--- config.mk ---
export PLATFORM = sky130hd
export DESIGN_NAME = mc_controller_hs
export DESIGN_NICKNAME = d
export VERILOG_FILES = /design/src/rtl/mc_controller_hs.sv
export SDC_FILE = /design/constraint.sdc
export NUM_CORES = 1
export LEC_CHECK = 0
export CAP_MARGIN = 0
export CORE_MARGIN = 3
export CORE_UTILIZATION = 42
export CTS_BUF_LIST = sky130_fd_sc_hd__clkbuf_4
export DETAILED_ROUTE_END_ITERATION = 8
export PLACE_DENSITY = 0.83
export SYNTH_ARGS = -nofsm -noshare
export SYNTH_HDL_FRONTEND = slang
export SYNTH_SLANG_ARGS = --single-unit
--- constraint.sdc ---
create_clock -name clk -period 1.8 [get_ports clk]
set_input_delay 0.36 -clock clk [delete_from_list [all_inputs] [get_ports clk]]
set_output_delay 0.36 -clock clk [all_outputs]
set_load 0.02 [all_outputs]
--- src/rtl/mc_controller_hs.sv ---
// mc_controller_hs: multicycle MIPS control FSM with a variable-latency memory handshake, bus timeout
// and precise exceptions through one EXC state. Define MC_CTRL_PERF_EN to add retire/stall counters.
module mc_controller_hs #(
  parameter int MEM_TIMEOUT = 15,
  parameter int TO_W        = 8,
  parameter int CAUSE_W     = 2
) (
  input  logic               clk,
  input  logic               reset,
  input  logic [5:0]         OpCode,
  input  logic [5:0]         Funct,
  input  logic               Overflow,
  input  logic               mem_ready,
  output logic               PCWrite,
  output logic               PCWriteCond,
  output logic               IorD,
  output logic               MemWrite,
  output logic               MemRead,
  output logic               IRWrite,
  output logic               MemtoReg,
  output logic               RegWrite,
  output logic               ExtOp,
  output logic               LuiOp,
  output logic               PCorData,
  output logic [1:0]         RegDst,
  output logic [1:0]         ALUSrcA,
  output logic [1:0]         ALUSrcB,
  output logic [1:0]         PCSource,
  output logic [3:0]         ALUOp,
  output logic               ExcWrite,
  output logic [CAUSE_W-1:0] ExcCause,
`ifdef MC_CTRL_PERF_EN
  output logic [31:0]        instr_retired,
  output logic [31:0]        stall_cycles,
`endif
  output logic [3:0]         state_dbg
);

  localparam logic [3:0] S_IF     = 4'd0;
  localparam logic [3:0] S_ID     = 4'd1;
  localparam logic [3:0] S_EX     = 4'd2;
  localparam logic [3:0] S_MEM_RD = 4'd3;
  localparam logic [3:0] S_WB_LW  = 4'd4;
  localparam logic [3:0] S_MEM_WR = 4'd5;
  localparam logic [3:0] S_WB_R   = 4'd6;
  localparam logic [3:0] S_JR     = 4'd7;
  localparam logic [3:0] S_EXC    = 4'd8;

  logic [3:0]         state, next_state;
  logic [TO_W-1:0]    to_cnt;
  logic [CAUSE_W-1:0] cause_q;
  logic [1:0]         exc_code;
  logic [2:0]         alu_lo;
  logic               r_type, legal, shift_op, ovf_inst, mem_state, waiting, timed_out;

  // Memory handshake: IF/MEM_RD/MEM_WR hold their request asserted every cycle until mem_ready
  // is seen high; the access completes in that cycle. No ready within MEM_TIMEOUT cycles is a bus error.
  assign r_type    = (OpCode == 6'h00);
  assign shift_op  = r_type && (Funct == 6'h00 || Funct == 6'h02 || Funct == 6'h03);
  assign ovf_inst  = (r_type && (Funct == 6'h20 || Funct == 6'h22)) || (OpCode == 6'h08);
  assign mem_state = (state == S_IF) || (state == S_MEM_RD) || (state == S_MEM_WR);
  assign waiting   = mem_state && !mem_ready;
  assign timed_out = waiting && (to_cnt == TO_W'(MEM_TIMEOUT - 1));

  always_comb begin
    legal = 1'b0;
    if (r_type) begin
      case (Funct)
        6'h00, 6'h02, 6'h03, 6'h08, 6'h09, 6'h20, 6'h21, 6'h22,
        6'h23, 6'h24, 6'h25, 6'h26, 6'h27, 6'h2a, 6'h2b: legal = 1'b1;
        default: legal = 1'b0;
      endcase
    end else begin
      case (OpCode)
        6'h02, 6'h03, 6'h04, 6'h08, 6'h09, 6'h0a, 6'h0b,
        6'h0c, 6'h0d, 6'h0f, 6'h23, 6'h2b: legal = 1'b1;
        default: legal = 1'b0;
      endcase
    end
  end

  always_comb begin
    PCWrite = 1'b0; PCWriteCond = 1'b0; IorD = 1'b0; MemWrite = 1'b0; MemRead = 1'b0;
    IRWrite = 1'b0; MemtoReg = 1'b0; RegWrite = 1'b0; PCorData = 1'b0; ExcWrite = 1'b0;
    RegDst = 2'b00; ALUSrcA = 2'b00; ALUSrcB = 2'b00; PCSource = 2'b00;
    ExcCause = '0;
    next_state = state;
    exc_code = 2'b00;
    ExtOp = (OpCode != 6'h0c);
    LuiOp = (OpCode == 6'h0f);
    case (OpCode)
      6'h00:        alu_lo = 3'b010;
      6'h04:        alu_lo = 3'b001;
      6'h0c:        alu_lo = 3'b100;
      6'h0a, 6'h0b: alu_lo = 3'b101;
      6'h09:        alu_lo = 3'b011;
      default:      alu_lo = 3'b000;
    endcase
    ALUOp = {OpCode[0], (state == S_IF || state == S_ID) ? 3'b000 : alu_lo};
    case (state)
      S_IF: begin
        MemRead = 1'b1;
        ALUSrcB = 2'b01;
        if (mem_ready) begin
          PCWrite = 1'b1;
          IRWrite = 1'b1;
          next_state = S_ID;
        end else if (timed_out) begin
          next_state = S_EXC;
          exc_code = 2'b11;
        end
      end
      S_ID: begin
        ALUSrcB = 2'b11;
        if (legal) next_state = S_EX;
        else begin
          next_state = S_EXC;
          exc_code = 2'b01;
        end
      end
      S_EX: begin
        if (r_type) begin
          ALUSrcA = shift_op ? 2'b10 : 2'b01;
        end else if (OpCode == 6'h04) begin
          ALUSrcA = 2'b01;
          PCWriteCond = 1'b1;
          PCSource = 2'b01;
        end else if (OpCode == 6'h02 || OpCode == 6'h03) begin
          PCWrite = 1'b1;
          PCSource = 2'b11;
          if (OpCode == 6'h03) begin
            RegWrite = 1'b1;
            RegDst = 2'b10;
            PCorData = 1'b1;
          end
        end else begin
          ALUSrcA = 2'b01;
          ALUSrcB = 2'b10;
        end
        if (r_type && (Funct == 6'h08 || Funct == 6'h09)) next_state = S_JR;
        else if (OpCode == 6'h23) next_state = S_MEM_RD;
        else if (OpCode == 6'h2b) next_state = S_MEM_WR;
        else if (OpCode == 6'h02 || OpCode == 6'h03 || OpCode == 6'h04) next_state = S_IF;
        else next_state = S_WB_R;
      end
      S_MEM_RD: begin
        MemRead = 1'b1;
        IorD = 1'b1;
        if (mem_ready) next_state = S_WB_LW;
        else if (timed_out) begin
          next_state = S_EXC;
          exc_code = 2'b11;
        end
      end
      S_WB_LW: begin
        RegWrite = 1'b1;
        MemtoReg = 1'b1;
        next_state = S_IF;
      end
      S_MEM_WR: begin
        MemWrite = 1'b1;
        IorD = 1'b1;
        if (mem_ready) next_state = S_IF;
        else if (timed_out) begin
          next_state = S_EXC;
          exc_code = 2'b11;
        end
      end
      S_WB_R: begin
        RegDst = r_type ? 2'b01 : 2'b00;
        // Overflowing add/sub/addi must not commit, keeping the exception precise.
        if (Overflow && ovf_inst) begin
          next_state = S_EXC;
          exc_code = 2'b10;
        end else begin
          RegWrite = 1'b1;
          next_state = S_IF;
        end
      end
      S_JR: begin
        PCWrite = 1'b1;
        PCSource = 2'b01;
        if (Funct == 6'h09) begin
          RegWrite = 1'b1;
          RegDst = 2'b01;
          PCorData = 1'b1;
        end
        next_state = S_IF;
      end
      S_EXC: begin
        PCWrite = 1'b1;
        PCSource = 2'b10;
        ExcWrite = 1'b1;
        ExcCause = cause_q;
        next_state = S_IF;
      end
      default: next_state = S_IF;
    endcase
    state_dbg = state;
    if (reset) begin
      PCWrite = 1'b0; PCWriteCond = 1'b0; IorD = 1'b0; MemWrite = 1'b0; MemRead = 1'b0;
      IRWrite = 1'b0; MemtoReg = 1'b0; RegWrite = 1'b0; PCorData = 1'b0; ExcWrite = 1'b0;
      RegDst = 2'b00; ALUSrcA = 2'b00; ALUSrcB = 2'b00; PCSource = 2'b00;
      ExcCause = '0; ExtOp = 1'b0; LuiOp = 1'b0; ALUOp = 4'b0000; state_dbg = 4'd0;
    end
  end

  always_ff @(posedge clk) begin
    if (reset) begin
      state   <= S_IF;
      to_cnt  <= '0;
      cause_q <= '0;
    end else begin
      state <= next_state;
      if (next_state != state) to_cnt <= '0;
      else if (waiting) to_cnt <= to_cnt + TO_W'(1);
      if (next_state == S_EXC && state != S_EXC) cause_q <= CAUSE_W'(exc_code);
    end
  end

`ifdef MC_CTRL_PERF_EN
  logic [31:0] instr_cnt, stall_cnt;

  always_ff @(posedge clk) begin
    if (reset) begin
      instr_cnt <= '0;
      stall_cnt <= '0;
    end else begin
      if (next_state == S_IF && state != S_IF && state != S_EXC) instr_cnt <= instr_cnt + 32'd1;
      if (waiting) stall_cnt <= stall_cnt + 32'd1;
    end
  end

  assign instr_retired = reset ? 32'd0 : instr_cnt;
  assign stall_cycles  = reset ? 32'd0 : stall_cnt;
`endif

endmodule
==> results.sh, run 1 <==
export IMPL_status="stopped before the end"
export IMPL_lastStage="5_1_grt"
export IMPL_toolErrorMsg="[ERROR DPL-0038] Utilization greater than 100%, impossible to legalize"
export IMPL_dieWidth_um=62.33
export IMPL_netlist_cell_type_count=46
export IMPL_grt_worst_endpoint="to_cnt[1]$_SDFFE_PP0P_/D"
export IMPL_clock_sinks=14
export IMPL_root_buffer="clkbuf_4"
export IMPL_cts_buffers=3
export IMPL_synth_area_leaders="dfxtp_1 21%, nor2_1 8.5%, nand3_1 5.6%"
export IMPL_synth_fp_nets=208
export IMPL_yosysSeqAreaShare_pct=21.03
export IMPL_synth_most_common_cell="nor2_1"
export IMPL_synth_edf_count=0
export IMPL_synth_flop_cell="dfxtp_1"
export IMPL_synth_cells=190
export IMPL_h_tree_depth=1
export IMPL_synth_top_area_share_pct=21.03
export IMPL_place_area_um2=2356
export IMPL_ys_ff_latch=14
export IMPL_endpoint_type="register data pin"
export IMPL_dp_hpwl_um=4358
export IMPL_dieHeight_um=62.33
export IMPL_placementRows=19
export IMPL_yosysTopAreaCell="dfxtp_1"
export IMPL_start_util_pct=46.32
export IMPL_grt_max_degree=12
export IMPL_yosysWarnings=0
export IMPL_globalplace_congestion=0.9414
export IMPL_synthTopCellsByCount="30 x nor2_1, 15 x nand3_1, 14 x dfxtp_1, 13 x nor3_1, 11 x nand2_1"
export IMPL_avgSynthCellArea_um2=7.013
export IMPL_ctsHoldBuffers=0
export IMPL_async_flop_share_pct=0
export IMPL_clk_path_buf_depth=2
export IMPL_ios=46
export IMPL_port_buffers=45
export IMPL_syn_cell_area_um2=1333
==> metrics by stage <==
stage	instances	worst slack (ns)
after floorplan	190	-0.09802
after global placement	340	-0.9273
after detailed placement	340	-1.041
after CTS	357	-0.2576
==> repair_timing <==
action / CTS
buffers inserted: 14
resized for setup: 245
pin swaps: 33
endpoints found under the hold margin: 0
endpoints found under the setup margin: 43
==> kinds of logic after synthesis <==
kind of cell,after synthesis,synth area share [%]
compound gates,37,20.56
xor+xnor,9,5.916
buf+inv,13,4.506
flops,14,21.03
simple gates,115,46.10
fa+ha+maj,2,1.878
==> run 2: changes to the inputs <==
Settings changed: CORE_AREA set to 3 3 64 66, CORE_MARGIN 3 to not set, CORE_UTILIZATION 42 to not set, CTS_BUF_LIST sky130_fd_sc_hd__clkbuf_4 to not set, DIE_AREA set to 0 0 67 69, PLACE_DENSITY 0.83 to not set, PLACE_DENSITY_LB_ADDON set to 0.15.
Clock period 1.8 ns to 2.35 ns, I/O delays scaled along.
==> run 2 against run 1 <==
- the flow now finishes, with violations (setup timing)
- area after synthesis is the same
- synthesized cell count is the same
==> results.sh, run 2 <==
export IMPL_status="complete, but fails checks"
export IMPL_violations="setup timing"
export IMPL_final_util_pct=67.18
export IMPL_grt_pass1_wl_um=8086
export IMPL_root_buffer="clkbuf_8"
export IMPL_grt_usage_pct=21.35
export IMPL_place_ws_ns=-0.6651
export IMPL_syn_to_final_growth_pct=83.19
export IMPL_wl_per_cell_um=13.97
export IMPL_drc=0
export IMPL_required_ns=1.88
export IMPL_max_stage_delay_ns=0.27
export IMPL_path_cells="dlygate4sd2_1 > buf_4 > nor4_4 > buf_4 > o211ai_1 > a221oi_1 > o21bai_1 > buf_2"
export IMPL_netlist_cell_type_count=46
export IMPL_dp_hpwl_um=3723
export IMPL_vias_per_cell=5.202
export IMPL_synth_area_leaders="dfxtp_1 21%, nor2_1 8.5%, nand3_1 5.6%"
export IMPL_synth_most_common_cell="nor2_1"
export IMPL_synth_edf_count=0
export IMPL_clk_path_buf_depth=2
export IMPL_dieHeight_um=69
export IMPL_drv_slew=0
export IMPL_worst_setup_path_start_kind="input port"
export IMPL_min_from="cause_q[0]$_SDFFE_PP0P_"
export IMPL_cts_tree="yes"
export IMPL_fillers=347
export IMPL_ios=46
export IMPL_synth_flop_cell="dfxtp_1"
export IMPL_yosysSeqAreaShare_pct=21.03
export IMPL_start_util_pct=36.67
export IMPL_place_inst=340
export IMPL_synthXorXnorAreaFrac_pct=5.915
export IMPL_cp_end_kind="primary output"
export IMPL_place_area_um2=2293
export IMPL_largest_register="to_cnt"
export IMPL_met3_usage_pct=3.583
export IMPL_gr_total_overflow=0
export IMPL_yosysTopAreaCell="dfxtp_1"
export IMPL_crit_path_frequent_cell="buf_4"
export IMPL_dieArea_um2=4623
export IMPL_cpMaxStageDelayCell="nor4_4"
export IMPL_use_met1_pct=32.67
export IMPL_async_flop_share_pct=0
export IMPL_instances_no_fill=351
export IMPL_seq_area_um2=280.3
export IMPL_clk_pin_slew_ns=0.06
export IMPL_grt_util_met2_pct=32.21
export IMPL_final_setup_worst_slack_ns=-0.05236
export IMPL_globalplace_congestion=0.8856
export IMPL_layout_nets=322
export IMPL_drive_above_1_share_pct=37.29
export IMPL_setup_worst_path_start="Funct[2]"
export IMPL_h_tree_depth=1
export IMPL_synth_mux_area_share_pct=0
export IMPL_core_um2=3633
export IMPL_hold_class="register to register"
export IMPL_ys_ff_latch=14
export IMPL_grt_pass1_vias=1737
export IMPL_ant_nets=0
export IMPL_synth_compound_area_share_pct=20.56
export IMPL_relSlewSlack_pct=65.99
export IMPL_busiest_layer="met1"
export IMPL_rsz0062_at_grt="yes"
export IMPL_yosysWarnings=0
export IMPL_fin_setup_tns_ns=-0.05236
export IMPL_crit_type="input port to primary output"
export IMPL_synth_simple_area_share_pct=46.10
export IMPL_dr_pass1_iters=5
export IMPL_synth_top_family_by_area="simple AND/OR/NAND/NOR gates"
export IMPL_grt_antenna_before_repair=0
export IMPL_final_common_cell="buf_4"
export IMPL_synth_top_area_share_pct=21.03
export IMPL_port_buffers=45
export IMPL_worstPathArrival_ns=1.93
export IMPL_mostFrequentLayoutCells="74 x buf_4, 27 x nor2_1, 17 x dlygate4sd2_1"
export IMPL_hold_viol=0
export IMPL_syn_cell_area_um2=1333
export IMPL_placementRows=22
export IMPL_n_antenna_cell=0
export IMPL_leakage_nw=1.201
export IMPL_avgSynthCellArea_um2=7.013
export IMPL_vias=1826
export IMPL_vdd_drop_max_mv=0.3839
export IMPL_finClkSkew_ns=0.001691
export IMPL_power_mw=0.7846
export IMPL_synthAdderAreaFrac_pct=1.878
export IMPL_synth_fp_nets=208
export IMPL_synth_cells=190
export IMPL_design_area_um2=2441
export IMPL_min_period_ns=2.402
export IMPL_drtIter0Drc=152
export IMPL_clk_latency_ns=0.24
export IMPL_grt_max_degree=10
export IMPL_maxCapViolations=0
export IMPL_period_share_pct=102.2
export IMPL_top_regs="to_cnt (8), state (4), cause_q (2)"
export IMPL_r2r_start="state[2]$_SDFF_PP0_"
export IMPL_drt_wl_total_um=4904
export IMPL_ctsHoldBuffers=0
export IMPL_tightest_slew_ns=0.5062
export IMPL_setup_viol_count_final=1
export IMPL_fmax_mhz=416.3
export IMPL_powerDensity_nw_per_um2=321.4
export IMPL_largest_reg_flops=8
export IMPL_cts_buffers=3
export IMPL_clock_sinks=14
export IMPL_synthTopCellsByCount="30 x nor2_1, 15 x nand3_1, 14 x dfxtp_1, 13 x nor3_1, 11 x nand2_1"
export IMPL_whs_ns=0.4838
export IMPL_dieWidth_um=67
export IMPL_path_max_fanout=4
export IMPL_multi_input_area_um2=1086
[run 2: path summary, 6_finish.rpt]
| path | depth (start not counted) | slack, ns | to |
|---|---|---|---|
| max | 8 | -0.05 | RegWrite |
| min | 1 | 0.48 | cause_q[0]$_SDFFE_PP0P_ |
| max reg2reg | 9 | 0.13 | to_cnt[3]$_SDFFE_PP0P_ |
| min reg2reg | 1 | 0.48 | cause_q[0]$_SDFFE_PP0P_ |
[run 2: area by class of cell]
type,count,share of cell area (%)
multi-input combinational,163,44.49
timing repair buffer,118,38.70
clock buffer,4,2.255
tap,48,2.460
sequential,14,11.48
inverter,4,0.6151
[run 2: cell families (layout without fill, tap and decap cells)]
family / after synthesis / in the layout
compound gates: 37 / 37
simple gates: 115 / 115
buf+inv: 13 / 126
flops: 14 / 14
fa+ha+maj: 2 / 2
xor+xnor: 9 / 9
[run 2: critical path: cells and delay by family]
| kind | cells | cell delay (ns) |
|---|---|---|
| compound gates | 3 | 0.46 |
| buf+inv | 4 | 0.74 |
| simple gates | 1 | 0.27 |
[run 2: power by group]
part           internal [mW]  switching [mW]  total [mW]
clock network          0.148          0.0814       0.230
registers              0.245         0.00843       0.254
logic                  0.152           0.150       0.301
total                  0.545           0.239       0.785
[run 2: metal layers]
metal | share of wire, % | routed length (um)
met1 | 48 | 2344
met2 | 45 | 2211
met3 | 6.1 | 301
met4 | 0.94 | 46
met5 | 0 | 0
[run 2: repair_timing]
item	in CTS	in global routing
cloned	0	0
resized for setup	97	19
setup endpoints to repair	30	21
setup buffers	6	1
pin swaps	7	9
Power figures use the tool's default switching activity.
==> run 3: changes to the inputs <==
Settings changed: ABC_AREA set to 1, CTS_CLUSTER_DIAMETER set to 60.
==> run 3 against run 2 <==
- utilization decreased by 5.4 points
- the run now ends clean
- non-clock buffer count decreased by 26
- total power increased by 8.0%
- die area unchanged
- hold slack improved by 0.012 ns
- flip-flop and latch count unchanged
- first-iteration DRC count decreased by 77%
- global-route usage decreased by 4.0 points
- cell area decreased by 8.1%
- critical path depth decreased by 1
- maximum frequency increased by 7.3%
- critical path type unchanged
- wire length decreased by 19%
==> results.sh, run 3 <==
export IMPL_reg2reg_depth=14
export IMPL_ctsHoldBuffers=0
export IMPL_setup_viol_count_final=0
export IMPL_async_flop_share_pct=0
export IMPL_synth_area_leaders="dfxtp_1 21%, nor2_1 13%, nand2_1 13%"
export IMPL_place_inst=362
export IMPL_top_regs="to_cnt (8), state (4), cause_q (2)"
export IMPL_min_period_ns=2.239
export IMPL_drc=0
export IMPL_rsz0062_at_grt="no"
export IMPL_dr_pass1_iters=4
export IMPL_crit_end="RegWrite"
export IMPL_synth_mux_area_share_pct=0
export IMPL_synth_fp_nets=248
export IMPL_leakage_nw=1.212
export IMPL_cp_end_kind="primary output"
export IMPL_reg2reg_slack_ns=0.60
export IMPL_path_cells="clkdlybuf4s50_1 > nor2_1 > nand4_1 > nor3_2 > a21oi_2 > a31oi_1 > buf_4"
export IMPL_n_antenna_cell=0
export IMPL_multi_input_area_um2=932.1
export IMPL_powerDensity_nw_per_um2=377.6
export IMPL_relSlewSlack_pct=82.64
export IMPL_syn_to_final_growth_pct=68.20
export IMPL_largest_reg_flops=8
export IMPL_synth_compound_area_share_pct=8.349
export IMPL_synth_cells=230
export IMPL_syn_cell_area_um2=1334
export IMPL_path_max_fanout=2
export IMPL_cp_depth=7
export IMPL_grt_max_degree=26
export IMPL_grt_usage_pct=17.30
export IMPL_hold_viol=0
export IMPL_ios=46
export IMPL_vdd_drop_max_mv=0.2757
export IMPL_drtIter0Drc=35
export IMPL_ant_nets=0
export IMPL_root_buffer="clkbuf_8"
export IMPL_clock_sinks=14
export IMPL_clk_path_buf_depth=2
export IMPL_start_util_pct=36.71
export IMPL_seq_area_um2=281.5
export IMPL_synthAdderAreaFrac_pct=1.876
export IMPL_r2r_end="to_cnt[3]$_SDFFE_PP0P_"
export IMPL_cts_tree="yes"
export IMPL_dieWidth_um=67
export IMPL_worst_setup_path_start_kind="input port"
export IMPL_fin_setup_tns_ns=0
export IMPL_fillers=370
export IMPL_drv_slew=0
export IMPL_wl_per_cell_um=10.71
export IMPL_dieHeight_um=69
export IMPL_finClkSkew_ns=0.001620
export IMPL_period_share_pct=95.27
export IMPL_largest_register="to_cnt"
export IMPL_clk_latency_ns=0.24
export IMPL_final_util_pct=61.74
export IMPL_ys_ff_latch=14
export IMPL_status="completed"
export IMPL_clk_pin_slew_ns=0.06
export IMPL_synth_simple_area_share_pct=52.06
export IMPL_yosysSeqAreaShare_pct=21.01
export IMPL_tightest_slew_ns=0.2583
export IMPL_instances_no_fill=371
export IMPL_cts_buffers=3
export IMPL_gr_total_overflow=0
export IMPL_synth_top_family_by_area="simple AND/OR/NAND/NOR gates"
export IMPL_setup_worst_path_start="Funct[4]"
export IMPL_port_buffers=45
export IMPL_core_um2=3633
export IMPL_grt_pass1_vias=1474
export IMPL_r2r_start="state[2]$_SDFF_PP0_"
export IMPL_placementRows=22
export IMPL_avgSynthCellArea_um2=5.799
export IMPL_yosysWarnings=0
export IMPL_synthTopCellsByCount="47 x nor2_1, 45 x nand2_1, 40 x inv_1, 17 x nand3_1, 14 x dfxtp_1"
export IMPL_yosysTopAreaCell="dfxtp_1"
export IMPL_crit_family="buffers and inverters"
export IMPL_drt_wl_total_um=3972
export IMPL_synth_edf_count=0
export IMPL_synth_most_common_cell="nor2_1"
export IMPL_drive_above_1_share_pct=28.48
export IMPL_vias=1679
export IMPL_maxCapViolations=0
export IMPL_dp_hpwl_um=3204
export IMPL_worstPathArrival_ns=1.77
export IMPL_layout_nets=342
export IMPL_synth_flop_cell="dfxtp_1"
export IMPL_globalplace_congestion=0.8994
export IMPL_synthXorXnorAreaFrac_pct=4.597
export IMPL_synth_top_area_share_pct=21.01
export IMPL_mostFrequentLayoutCells="48 x buf_4, 45 x nor2_1, 44 x nand2_1"
export IMPL_final_common_cell="buf_4"
export IMPL_fmax_mhz=446.7
export IMPL_cpMaxStageDelayCell="clkdlybuf4s50_1"
export IMPL_dieArea_um2=4623
export IMPL_power_mw=0.8470
export IMPL_grt_antenna_before_repair=0
export IMPL_critPathBufInv=2
export IMPL_grt_pass1_wl_um=6403
export IMPL_max_stage_delay_ns=0.42
export IMPL_vias_per_cell=4.526
export IMPL_required_ns=1.88
export IMPL_crit_type="input port to primary output"
export IMPL_h_tree_depth=1
export IMPL_hold_class="register to register"
export IMPL_whs_ns=0.4955
export IMPL_netlist_cell_type_count=25
-- run 3: changes by cell type after synthesis, sizes merged, moves of 5 or more --
cell    before  now
nand3       15   22
nor2b        7    0
nand2       11   49
and2         5    0
and3        10    0
nor2        30   56
nand2b       6    0
inv          4   40
-- run 3: worst min-delay path by stage --
| stage | startpoint | endpoint | slack (ns) | cells after the start |
|---|---|---|---|---|
| detailed placement | cause_q[1]$_SDFFE_PP0P_ | cause_q[1]$_SDFFE_PP0P_ | 0.49 | 2 |
| finish | cause_q[1]$_SDFFE_PP0P_ | cause_q[1]$_SDFFE_PP0P_ | 0.50 | 2 |
| CTS | cause_q[0]$_SDFFE_PP0P_ | cause_q[0]$_SDFFE_PP0P_ | 0.50 | 2 |
| global route | cause_q[1]$_SDFFE_PP0P_ | cause_q[1]$_SDFFE_PP0P_ | 0.55 | 2 |
| floorplan | cause_q[0]$_SDFFE_PP0P_ | cause_q[0]$_SDFFE_PP0P_ | 0.46 | 2 |
| global placement | cause_q[0]$_SDFFE_PP0P_ | cause_q[0]$_SDFFE_PP0P_ | 0.49 | 2 |
-- run 3: worst min-delay path, delay by kind of cell, from the launching register on --
kind	cells	cell delay, ns
AOI/OAI and AO/OA	1	0.09
buffers and inverters	1	0.05
DFF	1	0.33
-- run 3: metrics by stage --
stage	area (um^2)	worst slack (ns)
3_5_place_dp	2148	-0.4666
4_1_cts	2208	-0.09481
2_1_floorplan	1334	0.3797
5_1_grt	2243	0.01204
3_3_place_gp	2148	-0.4510
6_report	2243	0.1112
-- run 3: timing repair --
action	in CTS	in global routing
setup endpoints to repair	29	26
buffers inserted	5	0
pin swaps	3	4
gates resized for setup	73	20
-- run 3: final cells by class --
cell class | instances | area share, %
multi-input combinational | 173 | 41.55
sequential | 14 | 12.55
clock buffer | 4 | 2.454
tap | 48 | 2.677
inverter | 40 | 6.693
timing repair buffer | 92 | 34.08
-- run 3: cell families after synthesis --
| family | count (synthesis) |
|---|---|
| compound gates | 20 |
| xor+xnor | 7 |
| buf+inv | 43 |
| flops | 14 |
| fa+ha+maj | 2 |
| simple gates | 144 |
-- run 3: routing by layer --
| metal | vias to the layer above | part of all wire [%] | track usage [%] |
|---|---|---|---|
| met5 | - | 0 | 0 |
| met4 | 0 | 0.40 | 1.351 |
| met3 | 4 | 5.9 | 3.909 |
| met2 | 38 | 45 | 27.40 |
| met1 | 724 | 49 | 24.73 |
| li1 | 913 | - | - |
-- run 3: report_power, final --
part	leakage (nW)	switching, mW	internal (mW)
Combinational	1.07	0.194	0.156
Clock	0.0288	0.0858	0.148
Sequential	0.114	0.0119	0.251
Total	1.21	0.291	0.556
==> run 4: changes to the inputs <==
Settings changed: SKIP_CTS_REPAIR_TIMING set to 1.
==> run 4 against run 3 <==
- the flow now finishes with violations (setup timing)
- wire length shrank 0.43%
- count of clock-buffer cells in the layout is the same
- sequential power about the same
- via count about the same
- global-route usage decreased by 0.33 points
- clock power increased by 2%
- final cell count fell by 0.81%
- register-to-register slack is essentially flat
- critical path type unchanged
- highest routed layer unchanged
==> results.sh, run 4 (synthesis results as in run 3) <==
export IMPL_n_antenna_cell=0
export IMPL_final_util_pct=62.57
export IMPL_largest_reg_flops=8
export IMPL_place_ws_ns=-0.4666
export IMPL_dieHeight_um=69
export IMPL_clk_path_buf_depth=2
export IMPL_reg2reg_slack_ns=0.61
export IMPL_drive_above_1_share_pct=25.31
export IMPL_dieWidth_um=67
export IMPL_crit_type="input port to primary output"
export IMPL_clock_sinks=14
export IMPL_cts_tree="yes"
export IMPL_drtIter0Drc=33
export IMPL_vias=1678
export IMPL_critPathBufInv=2
export IMPL_vdd_drop_max_mv=0.2777
export IMPL_dieArea_um2=4623
export IMPL_maxCapViolations=0
export IMPL_grt_antenna_before_repair=0
export IMPL_tightest_slew_ns=0.3461
export IMPL_grt_util_met2_pct=26.20
export IMPL_multi_input_area_um2=929.6
export IMPL_crit_path_frequent_cell="nand2_1"
export IMPL_mostFrequentLayoutCells="45 x nor2_1, 44 x nand2_1, 44 x buf_4"
export IMPL_ant_nets=0
export IMPL_hold_depth=2
export IMPL_grt_pass1_wl_um=6313
export IMPL_top_regs="to_cnt (8), state (4), cause_q (2)"
export IMPL_busiest_layer="met2"
export IMPL_fillers=364
export IMPL_cpMaxStageDelayCell="clkdlybuf4s50_1"
export IMPL_powerDensity_nw_per_um2=378.7
export IMPL_start_util_pct=36.71
export IMPL_setup_viol_count_final=1
export IMPL_clk_latency_ns=0.25
export IMPL_final_common_cell="nor2_1"
export IMPL_clk_pin_slew_ns=0.06
export IMPL_period_share_pct=102.6
export IMPL_status="complete, but fails checks"
export IMPL_hold_class="register to register"
export IMPL_crit_family="simple AND/OR/NAND/NOR gates"
export IMPL_path_cells="clkdlybuf4s50_1 > nor2_4 > nand2_1 > nor4_1 > nand2_1 > nand2_1 > a31oi_1 > dlymetal6s2s_1"
export IMPL_syn_to_final_growth_pct=70.45
export IMPL_relSlewSlack_pct=76.71
export IMPL_met3_usage_pct=4.235
export IMPL_gr_total_overflow=0
export IMPL_fin_setup_tns_ns=-0.06089
export IMPL_dp_hpwl_um=3204
export IMPL_instances_no_fill=368
export IMPL_leakage_nw=1.412
export IMPL_dr_pass1_iters=4
export IMPL_worstPathArrival_ns=1.94
export IMPL_drt_wl_total_um=3955
export IMPL_r2r_start="state[2]$_SDFF_PP0_"
export IMPL_hold_viol=0
export IMPL_port_buffers=45
export IMPL_cp_end_kind="primary output"
export IMPL_finClkSkew_ns=0.004363
export IMPL_min_from="cause_q[1]$_SDFFE_PP0P_"
export IMPL_rsz0062_at_grt="yes"
export IMPL_required_ns=1.88
export IMPL_violations="setup timing"
export IMPL_grt_max_degree=26
export IMPL_reg2reg_depth=14
export IMPL_root_buffer="clkbuf_8"
export IMPL_min_to="cause_q[1]$_SDFFE_PP0P_"
export IMPL_largest_register="to_cnt"
export IMPL_final_setup_worst_slack_ns=-0.06089
export IMPL_max_stage_delay_ns=0.48
export IMPL_worst_setup_path_start_kind="input port"
export IMPL_layout_nets=339
export IMPL_r2r_end="to_cnt[3]$_SDFFE_PP0P_"
export IMPL_grt_pass1_vias=1445
export IMPL_globalplace_congestion=0.8994
export IMPL_path_max_fanout=4
export IMPL_wl_per_cell_um=10.75
export IMPL_drc=0
export IMPL_ios=46
export IMPL_grt_usage_pct=16.98
export IMPL_cts_buffers=3
export IMPL_vias_per_cell=4.560
export IMPL_place_inst=362
export IMPL_use_met1_pct=24.63
export IMPL_min_period_ns=2.411
export IMPL_h_tree_depth=1
export IMPL_placementRows=22
export IMPL_whs_ns=0.4955
export IMPL_fmax_mhz=414.8
export IMPL_core_um2=3633
export IMPL_seq_area_um2=281.5
export IMPL_drv_slew=0
-- run 4: cell types whose count changed in the layout (fill, tap and decap cells not counted), moves of 3 or more --
cell             before  now
dlymetal6s2s_1        8   24
dlygate4sd2_1        13    0
buf_2                 9    2
clkbuf_2              0    7
buf_4                48   44
clkdlybuf4s15_2       3    0
-- run 4: report_power, final --
part | switching [mW] | internal [mW] | total, mW
registers | 0.0119 | 0.251 | 0.263
clock network | 0.0892 | 0.148 | 0.238
logic | 0.197 | 0.163 | 0.360
-- run 4: area by class of cell --
type                    count  area share (%)
repair buffers             89           35.06
inverters                  40           6.604
multi-input cells         173           40.89
well taps                  48           2.642
clock buffers               4           2.422
flip-flops and latches     14           12.38
-- run 4: per-stage QoR --
stage | cell area (um^2) | power (mW)
finish | 2273 | 0.8609
global route | 2273 | 0.9170
CTS | 2203 | 0.8634
detailed placement | 2148 | 0.6260
global placement | 2148 | 0.6215
floorplan | 1334 | 0.4577
-- run 4: worst min-delay path: cells and delay by family (launching register included) --
kind,cells,cell delay [ns]
compound gates,1,0.09
buf+inv,1,0.05
flops,1,0.33
-- run 4: worst max-delay path by stage --
stage / startpoint / endpoint / slack, ns / cells after the start
after floorplan: state[3]$_SDFF_PP0_ / RegDst[1] / 0.38 / 7
after global placement: OpCode[3] / RegWrite / -0.45 / 7
after detailed placement: OpCode[3] / RegWrite / -0.47 / 7
after CTS: OpCode[3] / RegWrite / -0.46 / 7
after global routing: OpCode[0] / RegWrite / -0.12 / 8
final: OpCode[0] / RegWrite / -0.06 / 8
-- run 4: routing by layer --
layer | wire length (um) | vias to the layer above | share of wire, %
met5 | 0 | - | 0
li1 | - | 908 | -
met3 | 235 | 6 | 5.9
met2 | 1753 | 46 | 44
met1 | 1946 | 718 | 49
met4 | 20 | 0 | 0.51
